`src/rtl/life_scan.sv`:
```
// life_scan: generation step controller that snapshots the cell array and streams it cell by cell over valid/ready
//   params : COLS, ROWS (array size), GEN_W (generation counter width)
//   inputs : clk, reset (sync, active-high), alive_array/prev_array (bit c*ROWS+r), run, step_req, show_req, out_ready
//   outputs: enable (step pulse), out_valid/out_alive/out_changed/out_col/out_row/out_last (cell record),
//            frame_done, population, gen_count, busy
module life_scan #(
  parameter int COLS = 4,
  parameter int ROWS = 4,
  parameter int GEN_W = 16,
  localparam int N = COLS * ROWS,
  localparam int CW = COLS > 1 ? $clog2(COLS) : 1,
  localparam int RW = ROWS > 1 ? $clog2(ROWS) : 1,
  localparam int IW = N > 1 ? $clog2(N) : 1,
  localparam int PW = $clog2(N + 1)
) (
  input  logic             clk,
  input  logic             reset,
  input  logic [N-1:0]     alive_array,
  input  logic [N-1:0]     prev_array,
  input  logic             run,
  input  logic             step_req,
  input  logic             show_req,
  output logic             enable,
  output logic             out_valid,
  input  logic             out_ready,
  output logic             out_alive,
  output logic             out_changed,
  output logic [CW-1:0]    out_col,
  output logic [RW-1:0]    out_row,
  output logic             out_last,
  output logic             frame_done,
  output logic [PW-1:0]    population,
  output logic [GEN_W-1:0] gen_count,
  output logic             busy
);
  typedef enum logic [2:0] {IDLE, STEP, SETTLE, CAPTURE, SCAN, DONE} state_t;
  state_t state, nxt;
  logic [N-1:0] snap_alive, snap_prev;
  logic [IW-1:0] idx;
  logic [CW-1:0] col;
  logic [RW-1:0] row;
  logic [PW-1:0] acc;
  logic last, row_end;
  assign last = idx == IW'(N - 1);
  assign row_end = row == RW'(ROWS - 1);
  assign enable = state == STEP;
  assign out_valid = state == SCAN;
  assign frame_done = state == DONE;
  assign busy = state != IDLE;
  assign out_alive = out_valid & snap_alive[idx];
  assign out_changed = out_valid & (snap_alive[idx] ^ snap_prev[idx]);
  assign out_last = out_valid & last;
  assign out_col = col;
  assign out_row = row;
  always_comb begin
    nxt = state;
    case (state)
      IDLE:    nxt = (run || step_req) ? STEP : show_req ? CAPTURE : IDLE;
      STEP:    nxt = SETTLE;
      SETTLE:  nxt = CAPTURE;
      CAPTURE: nxt = SCAN;
      SCAN:    nxt = (out_ready && last) ? DONE : SCAN;
      DONE:    nxt = run ? STEP : IDLE;
      default: nxt = IDLE;
    endcase
  end
  always_ff @(posedge clk) begin
    if (reset) begin
      state <= IDLE;
      snap_alive <= '0;
      snap_prev <= '0;
      idx <= '0;
      col <= '0;
      row <= '0;
      acc <= '0;
      population <= '0;
      gen_count <= '0;
    end else begin
      state <= nxt;
      if (state == STEP) gen_count <= gen_count + GEN_W'(1);
      if (state == CAPTURE) begin
        snap_alive <= alive_array;
        snap_prev <= prev_array;
        acc <= '0;
        idx <= '0;
        col <= '0;
        row <= '0;
      end
      // index holds on the final cell so it never leaves the snapshot range
      if (state == SCAN && out_ready) begin
        acc <= acc + PW'(out_alive);
        if (!last) begin
          idx <= idx + IW'(1);
          row <= row_end ? '0 : row + RW'(1);
          col <= row_end ? col + CW'(1) : col;
        end
      end
      if (state == DONE) population <= acc;
    end
  end
endmodule

```
`config.mk`:
```
export PLATFORM = sky130hd
export DESIGN_NAME = life_scan
export DESIGN_NICKNAME = d
export VERILOG_FILES = /design/src/rtl/life_scan.sv
export SDC_FILE = /design/constraint.sdc
export NUM_CORES = 1
export LEC_CHECK = 0
export ABC_CLOCK_PERIOD_IN_PS = 2100
export CAP_MARGIN = 5
export CORE_UTILIZATION = 35
export CTS_BUF_LIST = sky130_fd_sc_hd__clkbuf_2 sky130_fd_sc_hd__clkbuf_4 sky130_fd_sc_hd__clkbuf_8
export DETAILED_ROUTE_END_ITERATION = 16
export PLACE_DENSITY = 0.71
export SYNTH_ARGS = -nofsm -noshare
export SYNTH_HDL_FRONTEND = slang
export SYNTH_SLANG_ARGS = --single-unit
```
`constraint.sdc`:
```
create_clock -name clk -period 2.1 [get_ports clk]
set_clock_uncertainty 0.05 [all_clocks]
set_input_delay 0.315 -clock clk [delete_from_list [all_inputs] [get_ports clk]]
set_output_delay 0.315 -clock clk [all_outputs]
set_load 0.03 [all_outputs]
```
==> metrics.md, run 1 <==
| Metric | Value |
|---|---|
| Status | `complete, but fails checks` |
| Failing checks | `negative setup slack` |
| Sequential share of power | `a little over half` |
| Hold Crit Depth | `2` |
| CP cell instances | `buf_12, mux4_2, mux2i_1, xor2_1, nor2_1, a211oi_4, buf_12` |
| Most frequent CP cell | `buf_12` |
| Logic gate share of total power | `between 10% and 20%` |
| Die Height | `95.6 um` |
| DRT antenna net count | `0` |
| Final RePlAce weighted congestion | `~0.75` |
| DP Wirelength | `4980 um` |
| RSZ-0062 raised after global routing | `true` |
| Setup_tns | `-977 ps` |
| H-tree levels | `3` |
| CP endpoint kind | `output pin` |
| Gate Count Post-Synth | `about 360` |
| Fill count | `806` |
| Setup violations, final | `5` |
| Avg WL per Cell | `between 10 and 15 um` |
| Max FO, Critical Path | `7` |
| Period utilization | `121%` |
| FF-to-FF End | `acc[4]$_SDFFE_PP0P_` |
| Cell Pwr Density | `between 600 and 700 mW/mm^2` |
| Synthesized area | `approximately 0.0031 sq mm` |
| Drt drc | `0` |
| Slew @ Worst Pin | `just over 700 ps` |
| Share of post-route cells with drive strength above 1 | `between 10% and 20%` |
| Clock sinks | `between 60 and 70` |
| Vias in the first global route | `roughly 2500` |
| Synth Flop Type | `dfxtp_1` |
| CTS tree | `yes` |
| Max-Cap Viols | `0` |
| Yosys warnings | `0` |
| First drt pass iteration count | `4` |
| Hold_sp | `snap_alive[6]$_SDFFE_PP0P_` |
| Asr flop ratio synth | `0%` |
| Synthesized flop and latch total | `69` |
| Total Routing Usage GR | `16.0%` |
| Num CTS Buffers | `9` |
| Layout area overhead | `39.0%` |
| RR Startpoint | `idx[0]$_SDFF_PP0_` |
| Synth unique cells | `44` |
| Slowest stage cell, crit path | `mux4_2` |
| Register area | `about 0.0014 sq mm` |
| Int Power | `1.97 mW` |
| Initial Utilization | `36.8%` |
| NumNets Final | `about 480` |
| Global-route wire length before repair | `roughly 11000 um` |
| Arr. time, crit path | `~2200 ps` |
| Core area | `~0.0083 sq mm` |
| Rows | `33` |
| Crit Path Category | `register to output pin` |
| Worst rel slew slack | `just over 50%` |
| VDD IR max | `around 0.27 mV` |
| Synthesized area per cell | `8.49 sq um` |
| Clock Tree Buf Depth | `2` |
| Critical Path RT | `roughly 1700 ps` |
| Vias | `around 2700` |
| Leakage | `1.49 nW` |
| Clk pwr share | `around a third` |
| Initial DRC Count | `between 100 and 150` |
| Die area | `0.00914 sq mm` |
| Cell depth of the worst flop-to-flop path | `9` |
| Fmax | `slightly below 400 MHz` |
| I/O pin count | `70` |
| Post-route setup slack | `-445 ps` |
| Largest net degree at the start of global routing | `39` |
| Avg Vias per Cell | `between 4 and 5` |
| Gr ovfl total | `0` |
| P_sw | `around 0.7 mW` |
| Initial antenna violation count | `0` |
| Worst Hold Class | `register to register` |
| Post-synth EDFFs | `0` |
| DRT Wirelength | `between 6000 and 7000 um` |
| Syn Nets | `~400` |
| Min cycle time layout | `2540 ps` |
| Worst-path clk slew | `approximately 70 ps` |
| PnR Total Power | `2.67 mW` |
| Seq/Total Area, Yosys | `between 40% and 50%` |
| CP peak stage delay | `490 ps` |
| Sw frac | `approximately a quarter` |
| Antenna fix cells | `0` |
| Worst reg-to-reg setup slack | `-120 ps` |
| Root Driver | `clkbuf_8` |
| Port Buffers | `approximately 70` |
| Sink of the worst hold path | `snap_alive[6]$_SDFFE_PP0P_` |
| Fin. Hold Viols | `0` |
| Slew Viols, Final | `0` |
| Clk_lat worst skew | `between 300 and 400 ps` |
| Die width | `roughly 96 um` |
| Multi-input gate area | `0.00169 sq mm` |
| Startpoint types | `register` |
through the flow:
step / worst slack (ps) / std cells / util (%) / hold slack (ps) / area (sq um)
floorplan: -139 / 361 / - / 382 / 3130
global placement: -187 / 528 / 47.9 / 390 / 3990
detailed placement: -326 / 528 / 47.9 / 398 / 3990
CTS: -466 / 545 / 50.3 / 407 / 4200
global route: -581 / 546 / 51.1 / 432 / 4260
finish: -445 / 546 / 51.1 / 407 / 4260
layout by cell type, fill, tap and decap left out, types with 4 or more instances in the layout:
cell             netlist  routed
dfxtp_1               69      66
a21oi_1               55      52
nor2_1                30      28
clkinv_2               0       4
buf_4                  1      18
mux4_2                 3       6
clkbuf_8               0       9
nand3_1                9       7
xor2_1                 8       8
nand2_1               88      87
xnor2_1                7       7
clkdlybuf4s50_1        0      61
nand4_1                5       5
what timing repair did:
action / 4_1_cts / 5_1_grt
hold buffers: 0 / 0
pin swaps: 3 / 1
resized for setup: 16 / 11
buffers inserted: 1 / 1
endpoints found under the setup margin: 11 / 9
synth_stat cells, drive strengths merged, types with 2 or more instances:
| master | n | area [sq um] |
|---|---|---|
| and3 | 2 | 12.5 |
| xor2 | 8 | 70.1 |
| ha | 5 | 62.6 |
| dfxtp | 69 | 1380 |
| or2 | 2 | 12.5 |
| xnor2 | 7 | 61.3 |
| nand3 | 9 | 45.0 |
| clkbuf | 16 | 60.1 |
| a41oi | 2 | 17.5 |
| or3 | 3 | 18.8 |
| nor3 | 3 | 15.0 |
| nor2 | 30 | 113 |
| nor2b | 4 | 25.0 |
| inv | 4 | 15.0 |
| and4 | 2 | 17.5 |
| a21oi | 55 | 275 |
| buf | 8 | 48.8 |
| nand4 | 6 | 43.8 |
| nor4 | 2 | 12.5 |
| a211oi | 6 | 50.1 |
| mux4 | 8 | 199 |
| mux2i | 5 | 50.1 |
| o21ai | 5 | 25.0 |
| nand2 | 88 | 330 |
worst max path at each step:
stage                            startpoint             endpoint  slack [ps]
after floorplan           idx[0]$_SDFF_PP0_  acc[4]$_SDFFE_PP0P_        -140
after global placement    idx[0]$_SDFF_PP0_          out_changed        -190
after detailed placement  idx[0]$_SDFF_PP0_  acc[4]$_SDFFE_PP0P_        -330
after CTS                 idx[0]$_SDFF_PP0_          out_changed        -470
after global routing      idx[0]$_SDFF_PP0_          out_changed        -580
final                     idx[0]$_SDFF_PP0_          out_changed        -440
registers in the layout (all words and copies together) (netlist names):
| register | count |
|---|---|
| acc | 5 |
| gen_count | 16 |
| idx | 4 |
| out_col | 2 |
| out_row | 2 |
| population | 5 |
| snap_alive | 16 |
| snap_prev | 16 |
| state | 3 |
critical path: cells and delay by family (launching register included):
| family | cells | cell delay [ps] |
|---|---|---|
| compound gates | 1 | 260 |
| xor+xnor | 1 | 170 |
| buf+inv | 2 | 290 |
| flops | 1 | 380 |
| mux | 2 | 660 |
| simple gates | 1 | 90 |
power groups by stage:
stage                     registers, mW  clock network [mW]  logic [mW]
final                              1.39               0.929       0.349
after global routing               1.40                1.03       0.385
after CTS                          1.39               0.957       0.349
after detailed placement           1.42                   0       0.343
after global placement             1.42                   0       0.337
after floorplan                    1.41                   0       0.206
routing by layer:
metal  routed length, um  global-route usage [%]  vias up  share of wire [%]
met3                 236                    3.19        7                3.4
li1                    -                       -     1385                  -
met2                3310                    26.9       66                 48
met5                   0                       0        -                  0
met1                3310                    19.9     1253                 48
met4                  87                    6.34        0                1.3
cell type report:
class / instances / area share [%]
inverter: 4 / 0.352
multi-input combinational: 264 / 39.8
clock inverter: 5 / 0.646
sequential: 69 / 32.6
timing repair buffer: 88 / 20.3
tap: 105 / 3.08
clock buffer: 11 / 3.26
cells by family (layout without fill, tap and decap cells):
family | count (synthesis) | after routing | synth area share [%]
AOI/OAI and AO/OA | 73 | 73 | 13.3
xor gates and xnor gates | 15 | 15 | 4.29
adders and majority gates | 5 | 5 | 2.04
buffers and inverters | 28 | 108 | 4.04
DFF | 69 | 69 | 45.1
muxes | 13 | 13 | 8.12
and+or+nand+nor | 158 | 158 | 23.2
Power figures use the tool's default switching activity.
==> run 2: changes to the inputs <==
--- a/config.mk
+++ b/config.mk
@@ -10,7 +10,8 @@
 export CORE_UTILIZATION = 35
 export CTS_BUF_LIST = sky130_fd_sc_hd__clkbuf_2 sky130_fd_sc_hd__clkbuf_4 sky130_fd_sc_hd__clkbuf_8
 export DETAILED_ROUTE_END_ITERATION = 16
-export PLACE_DENSITY = 0.71
+export HOLD_SLACK_MARGIN = 0.05
+export PLACE_DENSITY = 0.67
 export SYNTH_ARGS = -nofsm -noshare
 export SYNTH_HDL_FRONTEND = slang
 export SYNTH_SLANG_ARGS = --single-unit
==> run 2 against run 1 <==
The flow still finishes with violations (negative setup slack). Non-clock buffer count rose by 6. First-iteration DRC count fell by 18%. Combinational power barely moved. Clock power rose by 21%. Total power rose by 7.2%. Final cell count rose by 1.1%. Largest power group unchanged. Critical path type unchanged.
==> metrics.md, run 2 (synthesis results as in run 1) <==
| Metric | Value |
|---|---|
| Logic gate share of total power | `12.3% (-0.8 points)` |
| First drt pass iteration count | `5 (+1)` |
| Core area | `0.00834 sq mm (unchanged)` |
| Initial antenna violation count | `0 (unchanged)` |
| Avg Vias per Cell | `4.92 (-0.94%)` |
| Initial Utilization | `36.8% (unchanged)` |
| Cell depth of the worst flop-to-flop path | `12 (+3)` |
| Worst-path clk slew | `70 ps (about the same)` |
| Startpoint types | `register` |
| Fin. Hold Viols | `0 (unchanged)` |
| PnR Total Power | `2.86 mW (+7.2%)` |
| Hold_sp | `reset` |
| Sink of the worst hold path | `gen_count[0]$_SDFFE_PP0P_` |
| Clk pwr share | `39.2% (+4.4 points)` |
| CP endpoint kind | `output pin` |
| Final hold slack | `104 ps (-302 ps)` |
| Status | `complete, but fails checks` |
| Grt met3 use | `3.59% (+0.40 points)` |
| Die Height | `95.6 um (unchanged)` |
| Sequential share of power | `48.6% (-3.5 points)` |
| RSZ-0062 raised after global routing | `true` |
| DP Wirelength | `5040 um (+1.1%)` |
| Int Power | `2.14 mW (+8.5%)` |
| GRT met1 Usage | `21.7% (+1.8 points)` |
| FF-to-FF End | `acc[4]$_SDFFE_PP0P_` |
| Initial DRC Count | `90 (-18%)` |
| Largest net degree at the start of global routing | `43 (+10%)` |
| Vias | `2715 (+0.15%)` |
| H-tree levels | `3 (unchanged)` |
| Clock Tree Buf Depth | `2 (unchanged)` |
| Total Routing Usage GR | `16.1% (+0.16 points)` |
| Clk_lat worst skew | `340 ps (about the same)` |
| Gr ovfl total | `0 (unchanged)` |
| Max FO, Critical Path | `6 (-1)` |
| Setup violations, final | `7 (+2)` |
| Drt drc | `0 (unchanged)` |
| Arr. time, crit path | `2230 ps (+50 ps)` |
| Max-Cap Viols | `0 (unchanged)` |
| Fmax | `385 MHz (-2.0%)` |
| Most frequent cells in the layout | `nand2_1, dfxtp_1, clkdlybuf4s50_1` |
| Avg WL per Cell | `13.0 um (+1.8%)` |
| DRT Wirelength | `7150 um (+3.0%)` |
| Die width | `95.6 um (unchanged)` |
| Hold Crit Depth | `2 (unchanged)` |
| Critical Path RT | `1740 ps (about the same)` |
| Root Driver | `clkbuf_8` |
| Worst reg-to-reg setup slack | `-390 ps (-270 ps)` |
| Sw frac | `25.4% (-0.89 points)` |
| GR peak layer | `met2` |
| Share of post-route cells with drive strength above 1 | `16.6% (+0.46 points)` |
| Slew @ Worst Pin | `442 ps (-284 ps)` |
| Cell Pwr Density | `666 mW/mm^2 (+6.1%)` |
| Final RePlAce weighted congestion | `0.744 (-0.28%)` |
| Vias in the first global route | `2476 (-2.0%)` |
| Global-route wire length before repair | `11400 um (+0.92%)` |
| Setup_tns | `-2470 ps (-1490 ps)` |
| Hold Buf Count CTS | `0 (unchanged)` |
| Crit Path Category | `register to output pin` |
| Commonest non-fill, non-tap cell in the layout | `nand2_1` |
| I/O pin count | `70 (unchanged)` |
| DRT antenna net count | `0 (unchanged)` |
| Worst Hold Class | `input port to register` |
| Layout area overhead | `40.4%` |
| P_sw | `0.727 mW (+3.6%)` |
| CTS tree | `yes` |
| Slew Viols, Final | `0 (unchanged)` |
| Worst rel slew slack | `70.5% (+19 points)` |
| Min cycle time layout | `2600 ps (+51.4 ps)` |
| Routing usage on met2 | `25.4% (-1.5 points)` |
| VDD IR max | `0.350 mV (+30%)` |
| RR Startpoint | `idx[0]$_SDFF_PP0_` |
| Die area | `0.00914 sq mm (unchanged)` |
| Antenna fix cells | `0 (unchanged)` |
| Port Buffers | `69 (unchanged)` |
| Post-route setup slack | `-496 ps (-51.4 ps)` |
| Biggest regs | `gen_count (16), snap_alive (16), snap_prev (16)` |
| Failing checks | `negative setup slack` |
| Leakage | `1.53 nW (+3.1%)` |
| Num CTS Buffers | `9 (unchanged)` |
| Period utilization | `124% (+2.4 points)` |
| Clock sinks | `69 (unchanged)` |
| NumNets Final | `485 (+1.3%)` |
| Rows | `33 (unchanged)` |
run 2: cell count changes in the layout (fill, tap and decap cells not counted), moves of 2 or more:
cell      previous run  this run
buf_4               18        25
clkinv_2             4         1
clkbuf_8             9        11
clkbuf_4             2         0
run 2: critical path: stages (launching register included):
cell      delay (ps)
dfxtp_4          400
buf_6            110
mux4_2           500
mux2i_2          210
xor2_1           170
nor2_1            90
a211oi_4         260
buf_12           160
run 2: per-stage QoR:
step / setup WS, ps / utilization [%] / instances / area (sq um)
2_1_floorplan: -139 / - / 361 / 3130
3_3_place_gp: -203 / 48.1 / 532 / 4010
3_5_place_dp: -267 / 48.1 / 532 / 4010
4_1_cts: -498 / 51.1 / 549 / 4260
5_1_grt: -588 / 51.6 / 552 / 4300
6_report: -496 / 51.6 / 552 / 4300
run 2: per-layer routing:
metal	part of all wire, %	vias up
met1	46	1223
met3	5.4	13
met2	47	78
li1	-	1401
met5	0	-
met4	1.7	0
run 2: repair_timing:
item | 4_1_cts | 5_1_grt
pin swaps | 4 | 3
resized for setup | 14 | 6
endpoints found under the setup margin | 9 | 8
setup buffers | 1 | 3
run 2: layout make-up:
| class | count | area (sq um) |
|---|---|---|
| clock buffers | 11 | 151 |
| clock inverters | 5 | 58.8 |
| flip-flops and latches | 69 | 1390 |
| repair buffers | 94 | 896 |
| inverters | 4 | 15.0 |
| fillers | 817 | 4040 |
| well taps | 105 | 131 |
| multi-input cells | 264 | 1670 |
run 2: worst max-delay path by stage:
stage,from,end,slack [ps],cells past startpoint
2_1_floorplan,idx[0]$_SDFF_PP0_,acc[4]$_SDFFE_PP0P_,-140,10
3_3_place_gp,idx[0]$_SDFF_PP0_,out_changed,-200,7
3_5_place_dp,idx[0]$_SDFF_PP0_,out_changed,-270,7
4_1_cts,idx[0]$_SDFF_PP0_,out_changed,-500,7
5_1_grt,idx[0]$_SDFF_PP0_,out_changed,-590,7
6_report,idx[0]$_SDFF_PP0_,out_changed,-500,7
run 2: power by group through the flow:
stage               clock network, mW  logic (mW)  registers, mW
finish                           1.12       0.352           1.39
global route                     1.20       0.387           1.40
CTS                              1.16       0.353           1.39
detailed placement                  0       0.350           1.42
global placement                    0       0.343           1.42
floorplan                           0       0.206           1.41
